$ cat config.mk
export PLATFORM = sky130hd
export DESIGN_NAME = mul_div_unit
export DESIGN_NICKNAME = d
export VERILOG_FILES = /design/src/rtl/mdu_pkg.sv /design/src/rtl/mdu_step.sv /design/src/rtl/mul_div_unit.sv
export SDC_FILE = /design/constraint.sdc
export NUM_CORES = 1
export LEC_CHECK = 0
export ABC_AREA = 1
export BUFFER_PORTS_ARGS = -buffer_cell sky130_fd_sc_hd__buf_2
export CAP_MARGIN = 5
export CORE_MARGIN = 2
export CORE_UTILIZATION = 30
export DETAILED_ROUTE_END_ITERATION = 8
export MAX_ROUTING_LAYER = met4
export PLACE_DENSITY = 0.43
export SETUP_SLACK_MARGIN = 0.2
export SKIP_LAST_GASP = 1
export SYNTH_ARGS = -nofsm -noshare
export SYNTH_HDL_FRONTEND = slang
export SYNTH_SLANG_ARGS = --single-unit
$ cat constraint.sdc
create_clock -name clk_i -period 13 [get_ports clk_i]
set_input_delay 0.65 -clock clk_i [delete_from_list [all_inputs] [get_ports clk_i]]
set_output_delay 0.65 -clock clk_i [all_outputs]
set_load 0.05 [all_outputs]
$ cat src/rtl/mdu_pkg.sv
// Shared definitions for the iterative multiply/divide unit:
// op encodings, FSM state codes and a two's-complement magnitude helper.
package mdu_pkg;

    localparam logic [1:0] MDU_MULTU = 2'b00;
    localparam logic [1:0] MDU_MULT  = 2'b01;
    localparam logic [1:0] MDU_DIVU  = 2'b10;
    localparam logic [1:0] MDU_DIV   = 2'b11;

    localparam logic [1:0] ST_IDLE = 2'd0;
    localparam logic [1:0] ST_CALC = 2'd1;
    localparam logic [1:0] ST_FIX  = 2'd2;

    // Wide enough for a 2*WIDTH product with WIDTH up to 64.
    localparam int MDU_MAX_W = 128;

    function automatic logic [MDU_MAX_W-1:0] mdu_mag(
        input logic [MDU_MAX_W-1:0] v,
        input logic                 neg
    );
        return neg ? (~v + MDU_MAX_W'(1)) : v;
    endfunction

endpackage

$ cat src/rtl/mdu_step.sv
// One radix-2 iteration: shift-add multiply or restoring divide.
// Purely combinational so it can be chained for multi-step unrolling.
module mdu_step #(
    parameter int WIDTH = 32
) (
    input  logic             div_i,
    input  logic [WIDTH-1:0] acc_i,
    input  logic [WIDTH-1:0] lo_i,
    input  logic [WIDTH-1:0] opnd_i,
    output logic [WIDTH-1:0] acc_o,
    output logic [WIDTH-1:0] lo_o
);

    logic [WIDTH:0]   sum;
    logic [WIDTH:0]   shl;
    logic [WIDTH-1:0] diff;
    logic             no_borrow;

    always_comb begin
        sum       = {1'b0, acc_i} + (lo_i[0] ? {1'b0, opnd_i} : '0);
        shl       = {acc_i, lo_i[WIDTH-1]};
        no_borrow = shl >= {1'b0, opnd_i};
        // Remainder stays below the divisor, so a WIDTH-bit difference suffices.
        diff      = shl[WIDTH-1:0] - opnd_i;
        if (div_i) begin
            acc_o = no_borrow ? diff : shl[WIDTH-1:0];
            lo_o  = {lo_i[WIDTH-2:0], no_borrow};
        end else begin
            acc_o = sum[WIDTH:1];
            lo_o  = {sum[0], lo_i[WIDTH-1:1]};
        end
    end

endmodule

$ cat src/rtl/mul_div_unit.sv
// Iterative MULT/MULTU/DIV/DIVU unit with HI/LO registers and MTHI/MTLO.
// One iteration per clock; sign fixup in a final FIX cycle.
module mul_div_unit
    import mdu_pkg::*;
#(
    parameter int WIDTH = 32,
    parameter int CNT_W = $clog2(WIDTH)
) (
    input  logic             clk_i,
    input  logic             rst_i,
    input  logic             start_i,
    input  logic [1:0]       op_i,
    input  logic [WIDTH-1:0] src1_i,
    input  logic [WIDTH-1:0] src2_i,
    input  logic             hi_we_i,
    input  logic             lo_we_i,
    input  logic             abort_i,
    output logic             busy_o,
    output logic             done_o,
    output logic             div_zero_o,
    output logic [WIDTH-1:0] hi_o,
    output logic [WIDTH-1:0] lo_o
);

    logic [1:0]       state_q, state_d;
    logic [CNT_W-1:0] count_q, count_d;
    logic [WIDTH-1:0] acc_q, acc_d;
    logic [WIDTH-1:0] wrk_q, wrk_d;
    logic [WIDTH-1:0] opnd_q, opnd_d;
    logic             div_q, div_d;
    logic             neg_res_q, neg_res_d;
    logic             neg_rem_q, neg_rem_d;
    logic             dz_q, dz_d;
    logic [WIDTH-1:0] hi_q, hi_d;
    logic [WIDTH-1:0] lo_q, lo_d;
    logic             done_q, done_d;
    logic             dz_out_q, dz_out_d;

    logic [WIDTH-1:0]   step_acc;
    logic [WIDTH-1:0]   step_lo;
    logic               neg_a;
    logic               neg_b;
    logic [WIDTH-1:0]   mag_a;
    logic [WIDTH-1:0]   mag_b;
    logic [2*WIDTH-1:0] prod;
    logic [WIDTH-1:0]   quot;
    logic [WIDTH-1:0]   rem;

    mdu_step #(
        .WIDTH(WIDTH)
    ) u_step (
        .div_i (div_q),
        .acc_i (acc_q),
        .lo_i  (wrk_q),
        .opnd_i(opnd_q),
        .acc_o (step_acc),
        .lo_o  (step_lo)
    );

    assign neg_a = op_i[0] & src1_i[WIDTH-1];
    assign neg_b = op_i[0] & src2_i[WIDTH-1];
    assign mag_a = WIDTH'(mdu_mag(MDU_MAX_W'(src1_i), neg_a));
    assign mag_b = WIDTH'(mdu_mag(MDU_MAX_W'(src2_i), neg_b));

    assign prod = (2*WIDTH)'(mdu_mag(MDU_MAX_W'({acc_q, wrk_q}), neg_res_q));
    assign quot = WIDTH'(mdu_mag(MDU_MAX_W'(wrk_q), neg_res_q));
    assign rem  = WIDTH'(mdu_mag(MDU_MAX_W'(acc_q), neg_rem_q));

    always_comb begin
        state_d   = state_q;
        count_d   = count_q;
        acc_d     = acc_q;
        wrk_d     = wrk_q;
        opnd_d    = opnd_q;
        div_d     = div_q;
        neg_res_d = neg_res_q;
        neg_rem_d = neg_rem_q;
        dz_d      = dz_q;
        hi_d      = hi_q;
        lo_d      = lo_q;
        done_d    = 1'b0;
        dz_out_d  = dz_out_q;
        unique case (state_q)
            ST_IDLE: begin
                if (start_i && !abort_i) begin
                    div_d     = op_i[1];
                    neg_res_d = neg_a ^ neg_b;
                    neg_rem_d = neg_a;
                    acc_d     = '0;
                    count_d   = CNT_W'(WIDTH - 1);
                    dz_out_d  = 1'b0;
                    dz_d      = 1'b0;
                    state_d   = ST_CALC;
                    if (op_i[1]) begin
                        wrk_d  = mag_a;
                        opnd_d = mag_b;
                    end else begin
                        wrk_d  = mag_b;
                        opnd_d = mag_a;
                    end
                    // Divide by zero skips iteration; keep raw src1 for HI.
                    if (op_i[1] && src2_i == '0) begin
                        dz_d    = 1'b1;
                        wrk_d   = src1_i;
                        state_d = ST_FIX;
                    end
                end else begin
                    if (hi_we_i) hi_d = src1_i;
                    if (lo_we_i) lo_d = src1_i;
                end
            end
            ST_CALC: begin
                if (abort_i) begin
                    state_d = ST_IDLE;
                end else begin
                    acc_d = step_acc;
                    wrk_d = step_lo;
                    if (count_q == '0) state_d = ST_FIX;
                    else count_d = count_q - CNT_W'(1);
                end
            end
            ST_FIX: begin
                state_d = ST_IDLE;
                if (!abort_i) begin
                    done_d = 1'b1;
                    if (dz_q) begin
                        hi_d     = wrk_q;
                        lo_d     = '1;
                        dz_out_d = 1'b1;
                    end else if (div_q) begin
                        hi_d = rem;
                        lo_d = quot;
                    end else begin
                        hi_d = prod[2*WIDTH-1:WIDTH];
                        lo_d = prod[WIDTH-1:0];
                    end
                end
            end
            default: state_d = ST_IDLE;
        endcase
    end

    always_ff @(posedge clk_i or posedge rst_i) begin
        if (rst_i) begin
            state_q   <= ST_IDLE;
            count_q   <= '0;
            acc_q     <= '0;
            wrk_q     <= '0;
            opnd_q    <= '0;
            div_q     <= 1'b0;
            neg_res_q <= 1'b0;
            neg_rem_q <= 1'b0;
            dz_q      <= 1'b0;
            hi_q      <= '0;
            lo_q      <= '0;
            done_q    <= 1'b0;
            dz_out_q  <= 1'b0;
        end else begin
            state_q   <= state_d;
            count_q   <= count_d;
            acc_q     <= acc_d;
            wrk_q     <= wrk_d;
            opnd_q    <= opnd_d;
            div_q     <= div_d;
            neg_res_q <= neg_res_d;
            neg_rem_q <= neg_rem_d;
            dz_q      <= dz_d;
            hi_q      <= hi_d;
            lo_q      <= lo_d;
            done_q    <= done_d;
            dz_out_q  <= dz_out_d;
        end
    end

    assign busy_o     = state_q != ST_IDLE;
    assign done_o     = done_q;
    assign div_zero_o = dz_out_q;
    assign hi_o       = hi_q;
    assign lo_o       = lo_q;

endmodule

; ---- Yosys cells after proc, flatten, opt, wreduce, memory -nomap -nowiden
; Index checks and enable logic that the tools add are counted.
[totals]
regBits = 173
inputBits = 72
output_inout_bits = 67
[classes]
reduce_logical = 16
n_eq_ne = 11
order_cmp = 1
muxes = 46
n_bitwise = 8
n_addsub = 8
[ops]
columns = op, count
row1 = $mux 32, 25
row2 = $pmux 32 s2, 4
row3 = $add 32x1->32 const B, 4
row4 = $not 32->32, 4
row5 = $add 64x1->64 const B, 1
row6 = $mux 64, 1
row7 = $not 64->64, 1
row8 = $add 32x33->33, 1
row9 = $ge 33x32->1, 1
row10 = $logic_not 32->1, 1
row11 = $sub 32x32->32, 1
row12 = $ne 2x2->1 const B, 8
row13 = $reduce_and 4->1, 4
row14 = $mux 5, 3
row15 = $pmux 5 s2, 1
row16 = $mux 2, 4
row17 = $mux 1, 6
row18 = $reduce_bool 2->1, 3
row19 = $logic_not 5->1, 1
row20 = $sub 5x1->5 const B, 1
row21 = $pmux 2 s2, 1
row22 = $reduce_and 2->1, 2
row23 = $ne 3x3->1 const B, 1
row24 = $reduce_and 3->1, 1
row25 = other kinds (8), 10

; ---- Longest topological paths before layout
[logic_depth]
depth_word = 7
depth_mapped = 20
depth_no_buf = 18

; ---- Cells and area by module
; A second synthesis with hierarchy kept.
[hier_totals]
cells_unflattened = 3445
area_unflattened_um2 = 19673.9
[modules_own_cells]
columns = mod, seq_area_each_um2, instances, area_each_um2, cells_per_inst
row1 = mul_div_unit, 4329.2, 1, 13474.2, 2170
row2 = mdu_step, 0.0, 1, 6199.7, 1275

; ---- Least setup slack after synthesis
; No wires, ideal clock.
[synth_timing]
path_type = flip-flop to flip-flop
startpoint = reg wrk_q[0]
endpoint = reg acc_q[29]
t_required_ns = 12.883
arrival_time_ns = 2.433
stages_incl_launch_ff = 18
setup_slack_ns = 10.449
n_path_buf = 2
path_cell_list = dfrtp_1 -> buf_2 -> clkbuf_1 -> nand2_1 -> inv_1 -> ha_1 -> inv_1 -> fa_1 -> o21ai_1 -> nand2_1 -> nand2_1 -> nand3_1 -> nand2_1 -> nand3_1 -> nand3_1 -> nand3_1 -> nand3_1 -> nand2_1
[synth_between]
elab_chain_cells = 5
[synth_lines]
columns = item, line_no
row1 = "start, declared", mul_div_unit.sv:28  ; logic [WIDTH-1:0] wrk_q, wrk_d;
row2 = "start signal, assigned", mul_div_unit.sv:162  ; wrk_q <= wrk_d;
row3 = $mux 32, mdu_step.sv:20  ; sum = {1'b0, acc_i} + (lo_i[0] ? {1'b0, opnd_i} : '0);
row4 = $add 32x33->33, mdu_step.sv:20
row5 = $mux 32, mdu_step.sv:25  ; if (div_i) begin
row6 = $mux 32, mul_div_unit.sv:113  ; if (abort_i) begin
row7 = $pmux 32 s2, mul_div_unit.sv:83  ; unique case (state_q)
row8 = "end signal, assigned", mul_div_unit.sv:147  ; acc_q <= '0;
row9 = "end signal, assigned", mul_div_unit.sv:161  ; acc_q <= acc_d;
row10 = "end, declared", mul_div_unit.sv:27  ; logic [WIDTH-1:0] acc_q, acc_d;
; No other way between the ends. The select of a mux whose other input is x is not followed.
; A chain may end at the register's enable or synchronous reset.

; ---- Final worst setup path
[layout_timing]
startpoint = reg acc_q[24]
endpoint = reg acc_q[11]
[layout_between]
elab_chain_cells = 5
[layout_lines]
columns = item, line_no
row1 = $ge 33x32->1, mdu_step.sv:22  ; no_borrow = shl >= {1'b0, opnd_i};
row2 = $mux 32, mdu_step.sv:26  ; acc_o = no_borrow ? diff : shl[WIDTH-1:0];
row3 = $mux 32, mdu_step.sv:25
row4 = $mux 32, mul_div_unit.sv:113
row5 = $pmux 32 s2, mul_div_unit.sv:83
; No other way between the ends. The select of a mux whose other input is x is not followed.

==> impl_results.md <==
* Core box area at 61400 sq um
* Worst hold path class: primary input to asynchronous set/reset pin
* Die Outline Area at 63700 sq um
* Min Clock Period, post-route at 3.31 ns
* CTS max path bufs at 2
* Final standard cell area without fillers at 20500 sq um
* Mapped Cells at 3166
* TritonCTS clock tree: built
* PnR worst setup slack at 9.69 ns
* Total setup buffers inserted after CTS at 0
* Maximum number of pins on one net before global-route repair at 71
* Top Ports at 139
* Area share of the largest cell type after synthesis at 0.234
* Maximum resistive drop on vdd at 0.135 mV
* Detailed router's first-iteration violation count at 2550
* First-pass GRT wire length at 153 mm
* Number of iterations in the first detailed-routing pass at 7
* Average instance area after synthesis at 5.85 sq um
* Layout net count at 3375
* Count of cells resized by post-cts repair at 0
* Worst Setup Path Type: flop to flop
* Number of buffers added by the clock tree synthesis step at 17
* Number of H-tree levels at 4
* CTS root buffer: sky130_fd_sc_hd__clkbuf_16
* Arrival time worst endpoint at 3.71 ns
* Maximum achievable frequency at 0.302 GHz
* Transition time of the tightest slew-check pin at 1.15 ns
* Synthesis-to-finish area growth at 10.9%
* Placed Area at 19900 sq um
* Post-detail-place hpwl at 87.9 mm
* Via count of the first global-routing pass at 21100
* Result of the run: complete, no violations
* Post-synthesis instance area at 18500 sq um
* Dominant synthesized flop cell: sky130_fd_sc_hd__dfrtp_1
* Pins over their slew limit at 0
* Final weighted congestion in routability-driven placement at 0.992
* Fraction of the yosys area taken by sequential cells at 0.234
* Number of maximum-capacitance violations at 0
* Clk Latency, worst-skew pair at 0.51 ns
* Top fanout value on the critical path at 27
* Total clock sinks at 173
* Library cells used by synthesis at 55
* Critical Path Start Type: flop
* Share of final-layout standard cells stronger than drive strength 1 at 0.0913
* Count of buffers inserted at the top-level ports at 138
* Residual DRC count at 0
* Setup Skew at 0.0176 ns
* Number of antenna violations at the first check in global routing at 0
* Post-synthesis net count at 3310
* Via density at 5.57
* Number of standard cells in the layout, taps in and fillers out at 4034
* Number of enable flip-flop cells after synthesis at 0
* Data required time of the worst path at 13.40 ns
* Final Cycle Share at 0.255
* Synthesis Warnings at 0
* Placed Instances at 4002
* Hold-fix buffers at CTS at 0
* Antenna-violating nets left at 0
* RSZ-0062 raised after global routing: false
* Detailed Route WL at 109 mm
* Type of element capturing the critical path: flop
* DP Worst Slack at 9.67 ns
* Per-cell routed wire length at 26.9 um
* Main area contributors after synthesis: sky130_fd_sc_hd__dfrtp_1 (23%), sky130_fd_sc_hd__nand2_1 (18%), sky130_fd_sc_hd__nor2_1 (8.7%)
* Number of endpoints failing setup at the final stage at 0
* Number of cell rows at 91
* Total vias in the final route at 22500
* Setup TNS at 0 ns
* Horizontal extent of the die at 252 um
* Global-route congestion overflow total at 0
* Headroom to the max-slew limit at 0.232
* Cell taking the most area after synthesis: sky130_fd_sc_hd__dfrtp_1
* Initial cell density of the core at 0.302
* Synthesized flop and latch total at 173
* Leakage power figure at 0.0104 uW
* Die boundary height at 252 um
* Overall track demand over capacity in global routing at 0.348
* Hold WS at 0.155 ns
* Proportion of register bits with asynchronous set or reset after synthesis at 1.00
* Post-CTS clock slew at the launch and capture registers of the worst setup and hold paths at 0.08 ns
* Power per standard cell area at 234 nW/um^2
* Final hold viol count at 0
## through the flow
step | power, uW | util
6_report | 4800 | 0.334
5_1_grt | 5080 | 0.334
4_1_cts | 4710 | 0.334
3_5_place_dp | 4110 | 0.324
3_3_place_gp | 4140 | 0.324
2_1_floorplan | 2890 | -
## where the power goes
group / internal (uW) / leakage [uW] / total, uW / switching, uW
sequential: 704 / 0.00205 / 1080 / 376
combinational: 824 / 0.00805 / 3130 / 2310
clock: 314 / 0.000294 / 592 / 279
## placed cells by master (no fill, tap or decap), types with 34 or more instances in the layout
| cell | netlist | final |
|---|---|---|
| sky130_fd_sc_hd__buf_2 | 28 | 138 |
| sky130_fd_sc_hd__o21ai_0 | 183 | 183 |
| sky130_fd_sc_hd__nand3_1 | 283 | 283 |
| sky130_fd_sc_hd__ha_1 | 70 | 70 |
| sky130_fd_sc_hd__a21oi_1 | 269 | 268 |
| sky130_fd_sc_hd__o211ai_1 | 34 | 34 |
| sky130_fd_sc_hd__dfrtp_1 | 173 | 172 |
| sky130_fd_sc_hd__o21ai_1 | 40 | 39 |
| sky130_fd_sc_hd__xor2_1 | 43 | 43 |
| sky130_fd_sc_hd__inv_1 | 362 | 360 |
| sky130_fd_sc_hd__nand4_1 | 45 | 45 |
| sky130_fd_sc_hd__nor2_1 | 429 | 425 |
| sky130_fd_sc_hd__nand2_1 | 889 | 889 |
## area by class of cell
cell class / count / area [sq um]
Fill cell: 7063 / 40800
Multi-Input combinational cell: 2492 / 12300
Sequential cell: 173 / 4330
Inverter: 384 / 1450
Tap cell: 790 / 988
Timing Repair Buffer: 163 / 878
Clock buffer: 19 / 453
Clock inverter: 11 / 156
Antenna cell: 2 / 5.00
## critical path: stages (launching register included)
cell	delay [ns]
sky130_fd_sc_hd__dfrtp_1	0.63
sky130_fd_sc_hd__ha_1	0.61
sky130_fd_sc_hd__nand2_1	0.16
sky130_fd_sc_hd__nor2_1	0.36
sky130_fd_sc_hd__nand2_1	0.16
sky130_fd_sc_hd__nor2_1	0.23
sky130_fd_sc_hd__nand2_4	0.11
sky130_fd_sc_hd__nand2_8	0.21
sky130_fd_sc_hd__nand2_4	0.20
sky130_fd_sc_hd__inv_2	0.19
sky130_fd_sc_hd__nand2_1	0.17
sky130_fd_sc_hd__nand3_1	0.12
sky130_fd_sc_hd__nand2_1	0.05
## metal layers
metal | share of wire | GRT usage | up-vias | wire [um]
li1 | - | - | 10400 | -
met3 | 0.089 | 0.0711 | 108 | 9670
met5 | 0 | - | - | 0
met2 | 0.41 | 0.479 | 968 | 44200
met1 | 0.47 | 0.503 | 11000 | 51400
met4 | 0.031 | 0.109 | 0 | 3370
## state kept, by name, indices dropped and copies added, names as in the netlist, 2 cells and up
register,flops
wrk_q,32
acc_q,32
opnd_q,32
state_q,2
hi_o,32
lo_o,32
count_q,5
## final timing paths
| check | cells past startpoint | slack [ns] | to | startpoint |
|---|---|---|---|---|
| max | 12 | 9.69 | acc_q[11]$_DFFE_PP0P_ | acc_q[24]$_DFFE_PP0P_ |
| min | 2 | 0.15 | lo_o[13]$_DFFE_PP0P_ | rst_i |
| max reg2reg | 12 | 9.69 | acc_q[11]$_DFFE_PP0P_ | acc_q[24]$_DFFE_PP0P_ |
| min reg2reg | 2 | 0.49 | lo_o[5]$_DFFE_PP0P_ | lo_o[5]$_DFFE_PP0P_ |
| max in group asynchronous | 4 | 10.67 | div_q$_DFFE_PP0P_ | rst_i |
| min in group clk_i | 2 | 0.40 | done_o$_DFF_PP0_ | abort_i |
## logic make-up (layout without fill, tap and decap cells)
kind of cell / count (synthesis) / count (layout) / share of synthesized area
xor gates and xnor gates: 54 / 54 / 0.0256
DFF: 173 / 173 / 0.234
other: 0 / 2 / 0
adders and majority gates: 72 / 72 / 0.0495
buffers and inverters: 501 / 577 / 0.105
AOI/OAI and AO/OA: 603 / 603 / 0.180
and+or+nand+nor: 1763 / 1763 / 0.406
## cell usage after synthesis, types with 5 or more instances
| cell type | count |
|---|---|
| sky130_fd_sc_hd__dfrtp_1 | 173 |
| sky130_fd_sc_hd__nand2_1 | 889 |
| sky130_fd_sc_hd__o221ai_1 | 8 |
| sky130_fd_sc_hd__xnor2_1 | 11 |
| sky130_fd_sc_hd__inv_1 | 362 |
| sky130_fd_sc_hd__nor2_2 | 25 |
| sky130_fd_sc_hd__a22oi_1 | 14 |
| sky130_fd_sc_hd__nand2_2 | 10 |
| sky130_fd_sc_hd__a21o_1 | 5 |
| sky130_fd_sc_hd__nor3_1 | 33 |
| sky130_fd_sc_hd__o21ai_1 | 40 |
| sky130_fd_sc_hd__buf_1 | 11 |
| sky130_fd_sc_hd__nor2_4 | 7 |
| sky130_fd_sc_hd__o211ai_1 | 34 |
| sky130_fd_sc_hd__o21a_1 | 10 |
| sky130_fd_sc_hd__o21bai_1 | 6 |
| sky130_fd_sc_hd__clkbuf_1 | 73 |
| sky130_fd_sc_hd__ha_1 | 70 |
| sky130_fd_sc_hd__a21oi_1 | 269 |
| sky130_fd_sc_hd__o31ai_1 | 8 |
| sky130_fd_sc_hd__o22ai_1 | 5 |
| sky130_fd_sc_hd__nand2_4 | 6 |
| sky130_fd_sc_hd__nand3b_1 | 14 |
| sky130_fd_sc_hd__o21ai_0 | 183 |
| sky130_fd_sc_hd__inv_2 | 19 |
| sky130_fd_sc_hd__nand4_1 | 45 |
| sky130_fd_sc_hd__xor2_1 | 43 |
| sky130_fd_sc_hd__a31oi_1 | 7 |
| sky130_fd_sc_hd__buf_2 | 28 |
| sky130_fd_sc_hd__nand3_1 | 283 |
| sky130_fd_sc_hd__nor2_1 | 429 |
(Power assumes the default switching activity.)
